`src/rtl/bus_dir_sched.sv`:
```
// Databus direction sequencer: arbitrates host byte loads into P_S against S_P reads, with turnaround gaps.
// Optional SCHED_DBIT_TRACK_EN: WR_SER ends on a Dbit_ena falling edge, with SER_CYCLES acting as a timeout that sets err.
module bus_dir_sched #(
  parameter int SER_CYCLES  = 10,
  parameter int TURN_CYCLES = 1,
  parameter int READ_HOLD   = 2
) (
  input  logic clk,
  input  logic rst_n,
  input  logic wr_req,
  output logic wr_ack,
  input  logic rd_req,
  output logic rd_ack,
  output logic rd_valid,
  output logic ext_oe,
  output logic use_p_in_bus,
  output logic nGet_AD_data,
  input  logic Dbit_ena,
  output logic busy
`ifdef SCHED_DBIT_TRACK_EN
  ,
  output logic err
`endif
);

  localparam int SW = $clog2(SER_CYCLES) + 1;
  localparam int TW = $clog2(TURN_CYCLES) + 1;
  localparam int HW = $clog2(READ_HOLD) + 1;

  localparam logic [SW-1:0] SER_LOAD  = SW'(SER_CYCLES - 1);
  localparam logic [TW-1:0] TURN_LOAD = TW'(TURN_CYCLES - 1);
  localparam logic [HW-1:0] HOLD_LOAD = HW'(READ_HOLD - 1);
  localparam logic [SW-1:0] SER_ONE   = SW'(1);
  localparam logic [TW-1:0] TURN_ONE  = TW'(1);
  localparam logic [HW-1:0] HOLD_ONE  = HW'(1);
  localparam logic          LAST_ON_ENTRY = (READ_HOLD == 1);

  typedef enum logic [2:0] {
    S_IDLE,
    S_WR_TURN,
    S_WR_LOAD,
    S_WR_SER,
    S_RD_TURN,
    S_RD_DRIVE
  } state_t;

  typedef enum logic [1:0] {
    OWN_NONE,
    OWN_HOST,
    OWN_SP
  } owner_t;

  typedef enum logic {
    GNT_WRITE,
    GNT_READ
  } grant_t;

  state_t         state;
  owner_t         owner;
  grant_t         last_grant;
  logic [TW-1:0]  turn_cnt;
  logic [SW-1:0]  ser_cnt;
  logic [HW-1:0]  hold_cnt;
  logic           grant_wr;
  logic           grant_rd;

  // On a tie the side that did not win last time takes the bus.
  assign grant_wr = wr_req && (!rd_req || (last_grant == GNT_READ));
  assign grant_rd = rd_req && !grant_wr;

`ifdef SCHED_DBIT_TRACK_EN
  logic dbit_q;
  logic dbit_fall;
  assign dbit_fall = dbit_q && !Dbit_ena;
`else
  logic unused_dbit;
  assign unused_dbit = Dbit_ena;
`endif

  always_ff @(posedge clk or negedge rst_n) begin
    if (!rst_n) begin
      state        <= S_IDLE;
      owner        <= OWN_NONE;
      last_grant   <= GNT_READ;
      turn_cnt     <= '0;
      ser_cnt      <= '0;
      hold_cnt     <= '0;
      wr_ack       <= 1'b0;
      rd_ack       <= 1'b0;
      rd_valid     <= 1'b0;
      ext_oe       <= 1'b0;
      use_p_in_bus <= 1'b1;
      nGet_AD_data <= 1'b1;
      busy         <= 1'b0;
`ifdef SCHED_DBIT_TRACK_EN
      dbit_q       <= 1'b0;
      err          <= 1'b0;
`endif
    end else begin
      wr_ack       <= 1'b0;
      rd_ack       <= 1'b0;
      rd_valid     <= 1'b0;
      ext_oe       <= 1'b0;
      use_p_in_bus <= 1'b1;
      nGet_AD_data <= 1'b1;
      busy         <= 1'b1;
`ifdef SCHED_DBIT_TRACK_EN
      dbit_q       <= Dbit_ena;
`endif
      case (state)
        S_IDLE: begin
          if (grant_wr) begin
            last_grant <= GNT_WRITE;
            if (owner == OWN_SP) begin
              state    <= S_WR_TURN;
              turn_cnt <= TURN_LOAD;
            end else begin
              state        <= S_WR_LOAD;
              ext_oe       <= 1'b1;
              nGet_AD_data <= 1'b0;
              wr_ack       <= 1'b1;
              owner        <= OWN_HOST;
            end
          end else if (grant_rd) begin
            last_grant <= GNT_READ;
            if (owner != OWN_SP) begin
              state    <= S_RD_TURN;
              turn_cnt <= TURN_LOAD;
            end else begin
              state        <= S_RD_DRIVE;
              hold_cnt     <= HOLD_LOAD;
              use_p_in_bus <= 1'b0;
              owner        <= OWN_SP;
              rd_ack       <= LAST_ON_ENTRY;
              rd_valid     <= LAST_ON_ENTRY;
            end
          end else begin
            busy <= 1'b0;
          end
        end

        S_WR_TURN: begin
          if (!wr_req) begin
            state <= S_IDLE;
            busy  <= 1'b0;
          end else if (turn_cnt == '0) begin
            state        <= S_WR_LOAD;
            ext_oe       <= 1'b1;
            nGet_AD_data <= 1'b0;
            wr_ack       <= 1'b1;
            owner        <= OWN_HOST;
          end else begin
            turn_cnt <= turn_cnt - TURN_ONE;
          end
        end

        S_WR_LOAD: begin
          state   <= S_WR_SER;
          ser_cnt <= SER_LOAD;
        end

        S_WR_SER: begin
`ifdef SCHED_DBIT_TRACK_EN
          if (dbit_fall) begin
            state <= S_IDLE;
            busy  <= 1'b0;
          end else if (ser_cnt == '0) begin
            state <= S_IDLE;
            busy  <= 1'b0;
            err   <= 1'b1;
          end else begin
            ser_cnt <= ser_cnt - SER_ONE;
          end
`else
          if (ser_cnt == '0) begin
            state <= S_IDLE;
            busy  <= 1'b0;
          end else begin
            ser_cnt <= ser_cnt - SER_ONE;
          end
`endif
        end

        S_RD_TURN: begin
          if (!rd_req) begin
            state <= S_IDLE;
            busy  <= 1'b0;
          end else if (turn_cnt == '0) begin
            state        <= S_RD_DRIVE;
            hold_cnt     <= HOLD_LOAD;
            use_p_in_bus <= 1'b0;
            owner        <= OWN_SP;
            rd_ack       <= LAST_ON_ENTRY;
            rd_valid     <= LAST_ON_ENTRY;
          end else begin
            turn_cnt <= turn_cnt - TURN_ONE;
          end
        end

        S_RD_DRIVE: begin
          // hold_cnt==1 here means the cycle being entered is the last drive cycle.
          if (hold_cnt == '0) begin
            state <= S_IDLE;
            busy  <= 1'b0;
          end else begin
            hold_cnt     <= hold_cnt - HOLD_ONE;
            use_p_in_bus <= 1'b0;
            if (hold_cnt == HOLD_ONE) begin
              rd_ack   <= 1'b1;
              rd_valid <= 1'b1;
            end
          end
        end

        default: begin
          state <= S_IDLE;
          busy  <= 1'b0;
        end
      endcase
    end
  end

endmodule

```
`config.mk`:
```
export PLATFORM = sky130hd
export DESIGN_NAME = bus_dir_sched
export DESIGN_NICKNAME = d
export VERILOG_FILES = /design/src/rtl/bus_dir_sched.sv
export SDC_FILE = /design/constraint.sdc
export NUM_CORES = 1
export LEC_CHECK = 0
export BUFFER_PORTS_ARGS = -buffer_cell sky130_fd_sc_hd__buf_2
export CORE_MARGIN = 1
export CORE_UTILIZATION = 54
export CTS_CLUSTER_DIAMETER = 200
export DETAILED_ROUTE_END_ITERATION = 12
export PLACE_DENSITY = 0.82
export RECOVER_POWER = 25
export SKIP_CTS_REPAIR_TIMING = 1
export SLEW_MARGIN = 10
export SYNTH_ARGS = -nofsm -noshare
export SYNTH_HDL_FRONTEND = slang
export SYNTH_SLANG_ARGS = --single-unit
```
`constraint.sdc`:
```
create_clock -name clk -period 1.8 [get_ports clk]
set_input_delay 0.36 -clock clk [delete_from_list [all_inputs] [get_ports clk]]
set_output_delay 0.36 -clock clk [all_outputs]
set_load 0.01 [all_outputs]
```
==> results.rst <==
.. list-table::
   :header-rows: 1

   * - Metric
     - Value
   * - Depth of the worst register-to-register path
     - 6
   * - Setup TNS Final
     - 0 ns
   * - Cell area after layout
     - 1080 sq um
   * - Leakage power total
     - 0.496 nW
   * - Total CTS buffers
     - 3
   * - Number of enable-type register cells in the synthesized netlist
     - 0
   * - Number of remaining DRC errors
     - 0
   * - Final Instance Count excl. Fillers
     - 132
   * - Top-level I/O count
     - 12
   * - Placed wire-length estimate after detailed placement
     - 1.25 mm
   * - RSZ-0062 raised after global routing
     - no
   * - Class of the most critical setup path
     - register to register
   * - Ordered cell list for the critical path
     - inv_1 -> ha_1 -> nor4b_4 -> nor2_2 -> mux2_2 -> a22oi_1
   * - Share of the cycle needed by the critical path after routing
     - 0.910
   * - Die Y-Extent
     - 44.6 microns
   * - Worst hold endpoint
     - last_grant$_DFFE_PN1P_
   * - Critical path required time
     - 2.00 ns
   * - Top library cells by usage in the layout, fill and taps aside
     - 15 x dfrtp_1, 9 x buf_2, 8 x inv_1, 8 x nor2_1, 8 x nand2_1
   * - Initial standard-cell utilization of the core
     - 0.574
   * - Overall fraction of global-route tracks in use
     - 0.198
   * - Total grt overflow
     - 0
   * - Most common library cell in the layout ignoring fill and taps
     - dfrtp_1
   * - Layout overhead on the synthesized area
     - 9.69%
   * - Aggregate routed wire length
     - 1.68 mm
   * - Largest fanout of any net on the critical path
     - 5
   * - Period minus WS final
     - 1.64 ns
   * - Slowest cell on the critical path
     - dfrtp_1
   * - # setup viols final
     - 0
   * - Dominant register cell in the synthesized netlist
     - dfrtp_1
   * - Pin count of the biggest net entering global routing
     - 19
   * - Routed length per instance
     - 12.8 microns
   * - Type of the worst min-delay path
     - primary input to register
   * - Ys Warns
     - 0
   * - I/O Buffers
     - 10
   * - H-tree levels
     - 1
   * - Via count of the first global-routing pass
     - 663
   * - Wire length of the first global-routing pass
     - 2.79 mm
   * - Number of search-and-repair iterations in the first detailed-routing pass
     - 4
   * - Via count
     - 727
   * - RR Startpoint
     - ser_cnt[0]$_DFFE_PN0P_
   * - Number of nets in the layout
     - 116
   * - Share of the synthesized area in the top cell type
     - 0.383
   * - Worst setup SP type
     - register
   * - Cell count after placement
     - 127
   * - Die W
     - 44.6 microns
   * - Status
     - complete, no violations
   * - Post-synthesis sequential element count
     - 18
   * - Power density over the cells
     - 1550 nW/um^2
   * - Post-detailed-placement cell area
     - 1030 sq um
   * - Worst path max stage delay
     - 0.41 ns
   * - Number of distinct standard cells referenced by the synthesized netlist
     - 40
   * - Worst-case clock buffer depth
     - 2
   * - Worst hold stages
     - 2
   * - Nets in the synthesized netlist
     - 105
   * - Largest vdd supply drop
     - 0.931 mV
   * - Max-cap violations
     - 0
   * - DIE AREA
     - 1990 sq um
   * - Arrival time at the worst endpoint
     - 1.84 ns
   * - Number of antenna violations at the first check in global routing
     - 0
   * - Part of the Yosys area used for sequential elements
     - 0.463
   * - Dominant cell type by area after synthesis
     - dfrtp_1
   * - Worst Setup End Kind
     - register
   * - TritonCTS clock tree
     - done
   * - Main area contributors after synthesis
     - dfrtp_1 38%, dfstp_2 8.0%, ha_1 3.8%
   * - Final ANT Viol Nets
     - 0
   * - Clk Latency, worst-skew pair
     - 0.29 ns
   * - Final number of max-transition violations
     - 0
   * - Fraction of registers with async set or reset after synthesis
     - 1.00
   * - Antenna diode count
     - 0
   * - Setup slack of the most critical reg-to-reg path
     - 0.16 ns
   * - Number of placement rows
     - 15
   * - Root Buffer Master
     - clkbuf_4
   * - Slew at the pin closest to its max-slew limit
     - 0.915 ns
   * - Global placement routability congestion
     - 0.897
   * - Post-DR vias/cell
     - 5.51
   * - Clock skew
     - 0.00193 ns
   * - Post-Syn Area
     - 981 sq um
   * - Fmax
     - 611 MHz
   * - Clock sink count
     - 18
   * - Share of post-route cells with drive strength above 1
     - 0.243
   * - Clock edge transition at the registers on the reported setup and hold paths
     - 0.10 ns
   * - Final hold violations
     - 0
   * - Mean cell area of the mapped netlist
     - 10.1 sq um
   * - Normalized max-slew margin
     - 0.390
   * - Initial drt markers
     - 10
   * - End of the worst register-to-register path
     - ser_cnt[0]$_DFFE_PN0P_
   * - Post-synthesis cell count
     - 97
   * - Area of the placeable core
     - 1710 sq um
   * - Min-delay src
     - wr_req
==> Yosys cell counts (all sizes together), types with 2 or more instances <==
master and instances:
inv 8, nand2b 2, a21oi 6, buf 4
nor2b 3, ha 3, dfrtp 15, nand2 8
o21ai 2, nand3b 2, a31oi 2, mux2 2
nor2 9, dfstp 3, a21boi 2, nor3 5
nand3 3, clkbuf 2
==> worst max-delay path by stage <==
stage / start / to
after detailed placement: ser_cnt[0]$_DFFE_PN0P_ / ser_cnt[0]$_DFFE_PN0P_
after global routing: ser_cnt[0]$_DFFE_PN0P_ / ser_cnt[0]$_DFFE_PN0P_
after CTS: ser_cnt[0]$_DFFE_PN0P_ / ser_cnt[0]$_DFFE_PN0P_
after floorplan: ser_cnt[0]$_DFFE_PN0P_ / ser_cnt[0]$_DFFE_PN0P_
final: ser_cnt[0]$_DFFE_PN0P_ / ser_cnt[0]$_DFFE_PN0P_
after global placement: ser_cnt[0]$_DFFE_PN0P_ / ser_cnt[0]$_DFFE_PN0P_
==> critical path, delay by kind of cell, from the launching register on <==
| family | cells | cell delay (ns) |
|---|---|---|
| buffers and inverters | 1 | 0.09 |
| multiplexers | 1 | 0.27 |
| adder cells (fa/ha/maj) | 1 | 0.23 |
| AND/OR/NAND/NOR | 2 | 0.40 |
| flip-flops | 1 | 0.41 |
| AO/OA/AOI/OAI | 1 | 0.16 |
==> registers in the layout, indices dropped and copies added (netlist names) <==
name and flops:
ext_oe 1, rd_valid 1, state 3, hold_cnt 2, use_p_in_bus 1, last_grant 1
nGet_AD_data 1, busy 1, ser_cnt 5, owner 2
==> stage by stage <==
| step | util | worst slack [ns] | total power, W | hold slack, ns |
|---|---|---|---|---|
| global placement | 0.604 | 0.220 | 0.00139 | 0.310 |
| floorplan | - | 0.345 | 0.00128 | 0.0644 |
| global route | 0.630 | 0.0235 | 0.00180 | 0.314 |
| CTS | 0.625 | 0.137 | 0.00168 | -0.0139 |
| finish | 0.630 | 0.163 | 0.00166 | 0.311 |
| detailed placement | 0.604 | 0.164 | 0.00142 | 0.309 |
==> power breakdown <==
group | leakage (nW) | internal (W) | total (W) | switching [W]
registers | 0.216 | 0.000562 | 0.000720 | 0.000158
logic | 0.259 | 0.000328 | 0.000701 | 0.000373
clock network | 0.0210 | 0.000123 | 0.000244 | 0.000120
total | 0.496 | 0.00101 | 0.00166 | 0.000651
==> cell families (layout without fill, tap and decap cells) <==
family                   after synthesis  after routing  synth area share
AO/OA/AOI/OAI                         21             21             0.159
adder cells (fa/ha/maj)                3              3            0.0383
buffers and inverters                 14             24            0.0701
flip-flops                            18             18             0.463
multiplexers                           3              3            0.0370
AND/OR/NAND/NOR                       38             38             0.232
==> cell type report <==
cell class	instances	area, sq um
clock buffer	4	36.3
fill	147	632
inverter	8	30.0
multi-input combinational	65	458
sequential	18	454
tap	25	31.3
timing repair buffer	12	66.3
==> layer usage <==
| layer | wire length (microns) | part of all wire | global-route usage | up-vias |
|---|---|---|---|---|
| li1 | - | - | - | 359 |
| met1 | 744 | 0.44 | 0.245 | 347 |
| met2 | 824 | 0.49 | 0.335 | 17 |
| met3 | 97 | 0.058 | 0.0612 | 4 |
| met4 | 17 | 0.010 | 0.0545 | 0 |
| met5 | 0 | 0 | 0 | - |
No activity file was read; power rests on OpenSTA's default activity.
